File: src/rtl/keypad_scan_pkg.sv
// Shared types and constants for the 4x4 keypad scanner and its debounce logic.
package keypad_scan_pkg;

    // Debounce FSM states
    typedef enum logic [1:0] {
        ST_IDLE     = 2'd0,
        ST_DEBOUNCE = 2'd1,
        ST_PRESSED  = 2'd2,
        ST_RELEASE  = 2'd3
    } state_t;

    // Classification of one full 16-key scan
    typedef enum logic [1:0] {
        RES_NONE   = 2'd0,
        RES_SINGLE = 2'd1,
        RES_MULTI  = 2'd2
    } scan_class_t;

    // Row drive pattern after reset: row 0 driven low
    localparam logic [3:0] ROW_RESET = 4'b1110;

    // Key map, flag index = row*4 + col
    //   r0: 1 2 3 A   r1: 4 5 6 B   r2: 7 8 9 C   r3: E(*) 0 F(#) D
    function automatic logic [3:0] key_map(input logic [3:0] idx);
        logic [3:0] code;
        case (idx)
            4'd0:    code = 4'h1;
            4'd1:    code = 4'h2;
            4'd2:    code = 4'h3;
            4'd3:    code = 4'hA;
            4'd4:    code = 4'h4;
            4'd5:    code = 4'h5;
            4'd6:    code = 4'h6;
            4'd7:    code = 4'hB;
            4'd8:    code = 4'h7;
            4'd9:    code = 4'h8;
            4'd10:   code = 4'h9;
            4'd11:   code = 4'hC;
            4'd12:   code = 4'hE;
            4'd13:   code = 4'h0;
            4'd14:   code = 4'hF;
            default: code = 4'hD;
        endcase
        return code;
    endfunction

endpackage

File: src/rtl/keypad_scan_row_scanner.sv
// Drives the keypad rows in rotation, samples the synchronised columns at the
// end of each row dwell and classifies every completed 16-key scan.
module keypad_row_scanner
    import keypad_scan_pkg::*;
#(
    parameter int unsigned SCAN_DIV = 50000
) (
    input  logic        clk,
    input  logic        rst_n,
    input  logic [3:0]  col,
    output logic [3:0]  row,
    output logic        scan_done,
    output scan_class_t scan_class,
    output logic [3:0]  scan_code
);

    localparam int unsigned CW = (SCAN_DIV > 1) ? $clog2(SCAN_DIV) : 1;
    localparam logic [CW-1:0] DWELL_LAST = CW'(SCAN_DIV - 1);
    localparam logic [CW-1:0] DWELL_ONE  = CW'(1);

    logic [3:0]    col_meta;
    logic [3:0]    col_sync;
    logic [CW-1:0] dwell;
    logic [1:0]    row_idx;
    logic [11:0]   flags;
    logic          sample;
    logic [15:0]   live;
    logic [4:0]    hits;
    logic [3:0]    hit_idx;

    assign sample    = (dwell == DWELL_LAST);
    assign scan_done = sample && (row_idx == 2'd3);

    // Two-flop synchroniser for the asynchronous column inputs
    always_ff @(posedge clk or negedge rst_n) begin
        if (!rst_n) begin
            col_meta <= '1;
            col_sync <= '1;
        end else begin
            col_meta <= col;
            col_sync <= col_meta;
        end
    end

    // Dwell counter, row rotation and per-row sampling of active columns
    always_ff @(posedge clk or negedge rst_n) begin
        if (!rst_n) begin
            dwell   <= '0;
            row_idx <= '0;
            row     <= ROW_RESET;
            flags   <= '0;
        end else if (sample) begin
            dwell   <= '0;
            row_idx <= row_idx + 2'd1;
            row     <= {row[2:0], row[3]};
            case (row_idx)
                2'd0:    flags[3:0]  <= ~col_sync;
                2'd1:    flags[7:4]  <= ~col_sync;
                2'd2:    flags[11:8] <= ~col_sync;
                default: ;
            endcase
        end else begin
            dwell <= dwell + DWELL_ONE;
        end
    end

    // Row 3 is classified straight from the live synchronised columns on its
    // sample cycle, so only rows 0-2 need stored flags and the result is
    // available on the scan-end cycle itself.
    always_comb begin
        live       = {~col_sync, flags};
        hits       = '0;
        hit_idx    = '0;
        scan_class = RES_NONE;
        for (int unsigned i = 0; i < 16; i++) begin
            if (live[i]) begin
                hits    = hits + 5'd1;
                hit_idx = 4'(i);
            end
        end
        if (hits == 5'd1)
            scan_class = RES_SINGLE;
        else if (hits != 5'd0)
            scan_class = RES_MULTI;
    end

    assign scan_code = key_map(hit_idx);

endmodule

File: src/rtl/keypad_scan.sv
// 4x4 matrix keypad front end: row scanning plus a per-scan debounce FSM that
// emits one key_valid strobe per accepted press.
module keypad_scan
    import keypad_scan_pkg::*;
#(
    parameter int unsigned SCAN_DIV       = 50000,
    parameter int unsigned DEBOUNCE_SCANS = 4
) (
    input  logic       clk,
    input  logic       SW0,
    input  logic [3:0] col,
    output logic [3:0] row,
    output logic [3:0] key,
    output logic       key_valid,
    output logic       key_held
);

    localparam int unsigned DW = $clog2(DEBOUNCE_SCANS + 1);
    localparam logic [DW-1:0] DB_LAST = DW'(DEBOUNCE_SCANS);
    localparam logic [DW-1:0] DB_ONE  = DW'(1);

    logic        scan_done;
    scan_class_t scan_class;
    logic [3:0]  scan_code;
    state_t      state;
    logic [3:0]  cand;
    logic [DW-1:0] cnt;
    logic        is_single;

    keypad_row_scanner #(
        .SCAN_DIV (SCAN_DIV)
    ) u_scanner (
        .clk        (clk),
        .rst_n      (SW0),
        .col        (col),
        .row        (row),
        .scan_done  (scan_done),
        .scan_class (scan_class),
        .scan_code  (scan_code)
    );

    assign is_single = (scan_class == RES_SINGLE);

    // Debounce FSM, stepped once per completed scan, with registered outputs
    always_ff @(posedge clk or negedge SW0) begin
        if (!SW0) begin
            state     <= ST_IDLE;
            cand      <= '0;
            cnt       <= '0;
            key       <= '0;
            key_valid <= 1'b0;
            key_held  <= 1'b0;
        end else begin
            key_valid <= 1'b0;
            if (scan_done) begin
                case (state)
                    ST_IDLE: begin
                        if (is_single) begin
                            state <= ST_DEBOUNCE;
                            cand  <= scan_code;
                            cnt   <= DB_ONE;
                        end
                    end
                    ST_DEBOUNCE: begin
                        if (is_single && scan_code == cand) begin
                            if (cnt + DB_ONE == DB_LAST) begin
                                state     <= ST_PRESSED;
                                key       <= cand;
                                key_valid <= 1'b1;
                                key_held  <= 1'b1;
                                cnt       <= '0;
                            end else begin
                                cnt <= cnt + DB_ONE;
                            end
                        end else if (is_single) begin
                            cand <= scan_code;
                            cnt  <= DB_ONE;
                        end else begin
                            state <= ST_IDLE;
                            cnt   <= '0;
                        end
                    end
                    ST_PRESSED: begin
                        if (!(is_single && scan_code == key)) begin
                            state <= ST_RELEASE;
                            cnt   <= DB_ONE;
                        end
                    end
                    ST_RELEASE: begin
                        if (is_single && scan_code == key) begin
                            state <= ST_PRESSED;
                            cnt   <= '0;
                        end else if (cnt + DB_ONE == DB_LAST) begin
                            state    <= ST_IDLE;
                            key_held <= 1'b0;
                            cnt      <= '0;
                        end else begin
                            cnt <= cnt + DB_ONE;
                        end
                    end
                    default: state <= ST_IDLE;
                endcase
            end
        end
    end

endmodule
File: config.mk
export PLATFORM = sky130hd
export DESIGN_NAME = keypad_scan
export DESIGN_NICKNAME = d
export VERILOG_FILES = /design/src/rtl/keypad_scan_pkg.sv /design/src/rtl/keypad_scan_row_scanner.sv /design/src/rtl/keypad_scan.sv
export SDC_FILE = /design/constraint.sdc
export NUM_CORES = 1
export LEC_CHECK = 0
export CAP_MARGIN = 10
export CORE_MARGIN = 3
export CORE_UTILIZATION = 50
export DETAILED_ROUTE_END_ITERATION = 10
export PLACE_DENSITY = 0.75
export SETUP_SLACK_MARGIN = 0.3
export SYNTH_ARGS = -nofsm -noshare
export SYNTH_HDL_FRONTEND = slang
export SYNTH_SLANG_ARGS = --single-unit
File: constraint.sdc
create_clock -name clk -period 24.3 [get_ports clk]
set_input_delay 7.29 -clock clk [delete_from_list [all_inputs] [get_ports clk]]
set_output_delay 7.29 -clock clk [all_outputs]
set_load 0.03 [all_outputs]
==> metrics.yaml <==
pin_count: 16
post_cts_resized: 0
num_rows: 34
crit_top_cell: "ha_1"
leakage_nw: 2.16
p_sw_mw: 0.0468
crit_arrival_ns: 10.96
yosysSeqAreaShare: 0.317
worst-path-max-fanout: 5
antenna_cells: 0
syn_inst: 497
rrSetupSlack_ns: 13.57
die_h_um: 101
coreArea_um2: 8760
slowest_delay_ns: 0.39
grt_usage: 0.187
netlist_area_um2: 4550
setup_viol: 0
dr.pass1.iters: 4
critPathCapture: "cand[3]"
cts-root-buf: "clkbuf_8"
synth_flop_cell: "dfrtp_1"
wl_per_cell_um: 14.3
pre_cts_slack_ns: 13.64
p_comb_frac: 0.075
switching_share: 0.249
die_w_um: 101
whs_path_depth: 0
ant_nets: 0
power_frac_seq: 0.521
synth_edf_count: 0
gr-total-overflow: 0
gp_congestion: 0.749
final_nets: 535
ys_warn_count: 0
fin_crit_sh: 0.442
p_per_area_nw_per_um2: 38.1
clock.fmax_ghz: 0.0932
cts_hold_buf: 0
cp-startpoint: "u_scanner.flags[1]"
dieArea_um2: 10300
status: "finished clean"
reg2reg_from: "u_scanner.flags[1]"
avgSynthCellArea_um2: 9.15
regArea_um2: 1440
layout_commonest_cell: "nand2_1"
vdd.ir_drop.worst_mv: 0.0384
clock_power_share: 0.405
cts_setup_buffers: 0
slowest_stage: "dfrtp_1"
yosysUniqueCellTypes: 72
routed_wl_mm: 8.83
fillers: 793
clockBufferDepth: 2
drive_above_1_share: 0.120
fin_skew_ns: 0.00856
hold_viol_final: 0
grt_first_pass_wirelength_mm: 15.8
endpoint_kind: "flip-flop"
rsz0062_at_grt: "no"
max-cap-violations: 0
multi_input_area_um2: 2930
timing.final.ws_setup_ns: 13.57
crit_type: "flip-flop to flip-flop"
layout.cells.most_common_list: "nand2_1, dfrtp_1, xnor2_1"
cts.sink_count: 57
hold_path_class: "flip-flop to flip-flop"
synth.ff_latch_count: 57
initial_utilization: 0.519
cts_tree: "yes"
setup_tns_ns: 0
grt_max_degree: 58
timing.max_slew.rel_slack: 0.470
p_int_mw: 0.141
area_growth_pct: 8.34
clkSlewWorstSetupHoldPaths_ns: 0.07
dp_hpwl_mm: 6.58
grt_pass1_vias: 3470
clock_latency_ns: 0.33
drv_slew: 0
antenna_found_initial: 0
vias_per_cell: 5.71
fin_crit_ns: 10.73
crit_required_ns: 24.52
drc: 0
ys_async_sr_fraction: 1.00
synth_nets: 529
worstMarginPinSlew_ns: 0.785
start_kind: "flip-flop"
portBuffers: 15
worstRegToRegCells: 47
cts_max_level: 3
drtIter0Drc: 128
vias: 3517
numCtsBuffers: 9
r2r_end: "cand[3]"
==> critical path: cells and delay by family (launching register included) <==
kind	cells	cell delay [ns]
adders and majority gates	14	4.10
AOI/OAI and AO/OA	10	1.95
and+or+nand+nor	10	1.76
muxes	5	1.49
xor gates and xnor gates	4	0.65
DFF	1	0.39
buffers and inverters	4	0.28
==> worst min path at each step <==
stage	start	endpoint	slack (ns)
2_1_floorplan	u_scanner.col_meta[0]	u_scanner.col_sync[0]	0.35
4_1_cts	u_scanner.col_meta[3]	u_scanner.col_sync[3]	0.36
6_report	u_scanner.col_meta[3]	u_scanner.col_sync[3]	0.35
3_3_place_gp	u_scanner.col_meta[3]	u_scanner.col_sync[3]	0.35
5_1_grt	u_scanner.col_meta[3]	u_scanner.col_sync[3]	0.36
3_5_place_dp	u_scanner.col_meta[3]	u_scanner.col_sync[3]	0.35
==> registers in the layout, indices dropped and copies added, names as in the netlist <==
signal / count
u_scanner.row: 4
cnt: 3
u_scanner.dwell: 16
u_scanner.row_idx: 2
key: 4
key_valid: 1
state: 2
cand: 4
u_scanner.col_sync: 4
u_scanner.flags: 12
key_held: 1
u_scanner.col_meta: 4
==> power by group through the flow <==
| stage | clock [mW] | combinational (mW) | sequential [mW] |
|---|---|---|---|
| global route | 0.0829 | 0.0158 | 0.0979 |
| finish | 0.0759 | 0.0140 | 0.0978 |
| floorplan | 0 | 0.0103 | 0.0982 |
| detailed placement | 0 | 0.0139 | 0.0995 |
| global placement | 0 | 0.0136 | 0.0994 |
| CTS | 0.0784 | 0.0140 | 0.0978 |
==> kinds of logic (layout without fill, tap and decap cells) <==
logic type / Yosys count / count (layout) / share of synthesized area
AO/OA/AOI/OAI: 96 / 96 / 0.147
AND/OR/NAND/NOR: 182 / 182 / 0.203
buffers and inverters: 44 / 55 / 0.0394
flip-flops: 57 / 57 / 0.317
XOR/XNOR: 71 / 71 / 0.172
adder cells (fa/ha/maj): 26 / 26 / 0.0716
multiplexers: 21 / 21 / 0.0501
==> metrics by stage <==
stage               cells  power (mW)  cell area (um^2)  hold WS (ns)   util
floorplan             497       0.109              4550         0.345      -
detailed placement    600       0.113              4750         0.348  0.542
global placement      600       0.113              4750         0.349  0.542
finish                616       0.188              4920         0.355  0.562
CTS                   616       0.190              4920         0.359  0.562
global route          616       0.197              4920         0.361  0.562
==> layout make-up <==
type / instances / share of cell area
inverters: 22 / 0.0170
multi-input cells: 396 / 0.596
well taps: 108 / 0.0274
clock buffers: 11 / 0.0287
flip-flops and latches: 57 / 0.292
clock inverters: 5 / 0.00635
repair buffers: 17 / 0.0325
==> metal layers <==
layer | global-route usage | routed length [um]
met5 | 0 | 0
met4 | 0.0583 | 108
met3 | 0.0282 | 259
met2 | 0.315 | 4250
met1 | 0.249 | 4210
==> cells in the mapped netlist (11+ instances only) <==
cell type	n	area [um^2]
a21oi_1	17	85.1
xnor2_1	42	368
ha_1	26	325
nand3_1	16	80.1
dfrtp_1	46	1150
nand2_1	55	206
nor2_1	41	154
dfstp_2	11	289
mux2_2	14	158
xor2_1	17	149
nor3_1	12	60.1
clkbuf_1	16	60.1
o21ai_0	26	130
inv_1	21	78.8
Power figures use the tool's default switching activity.
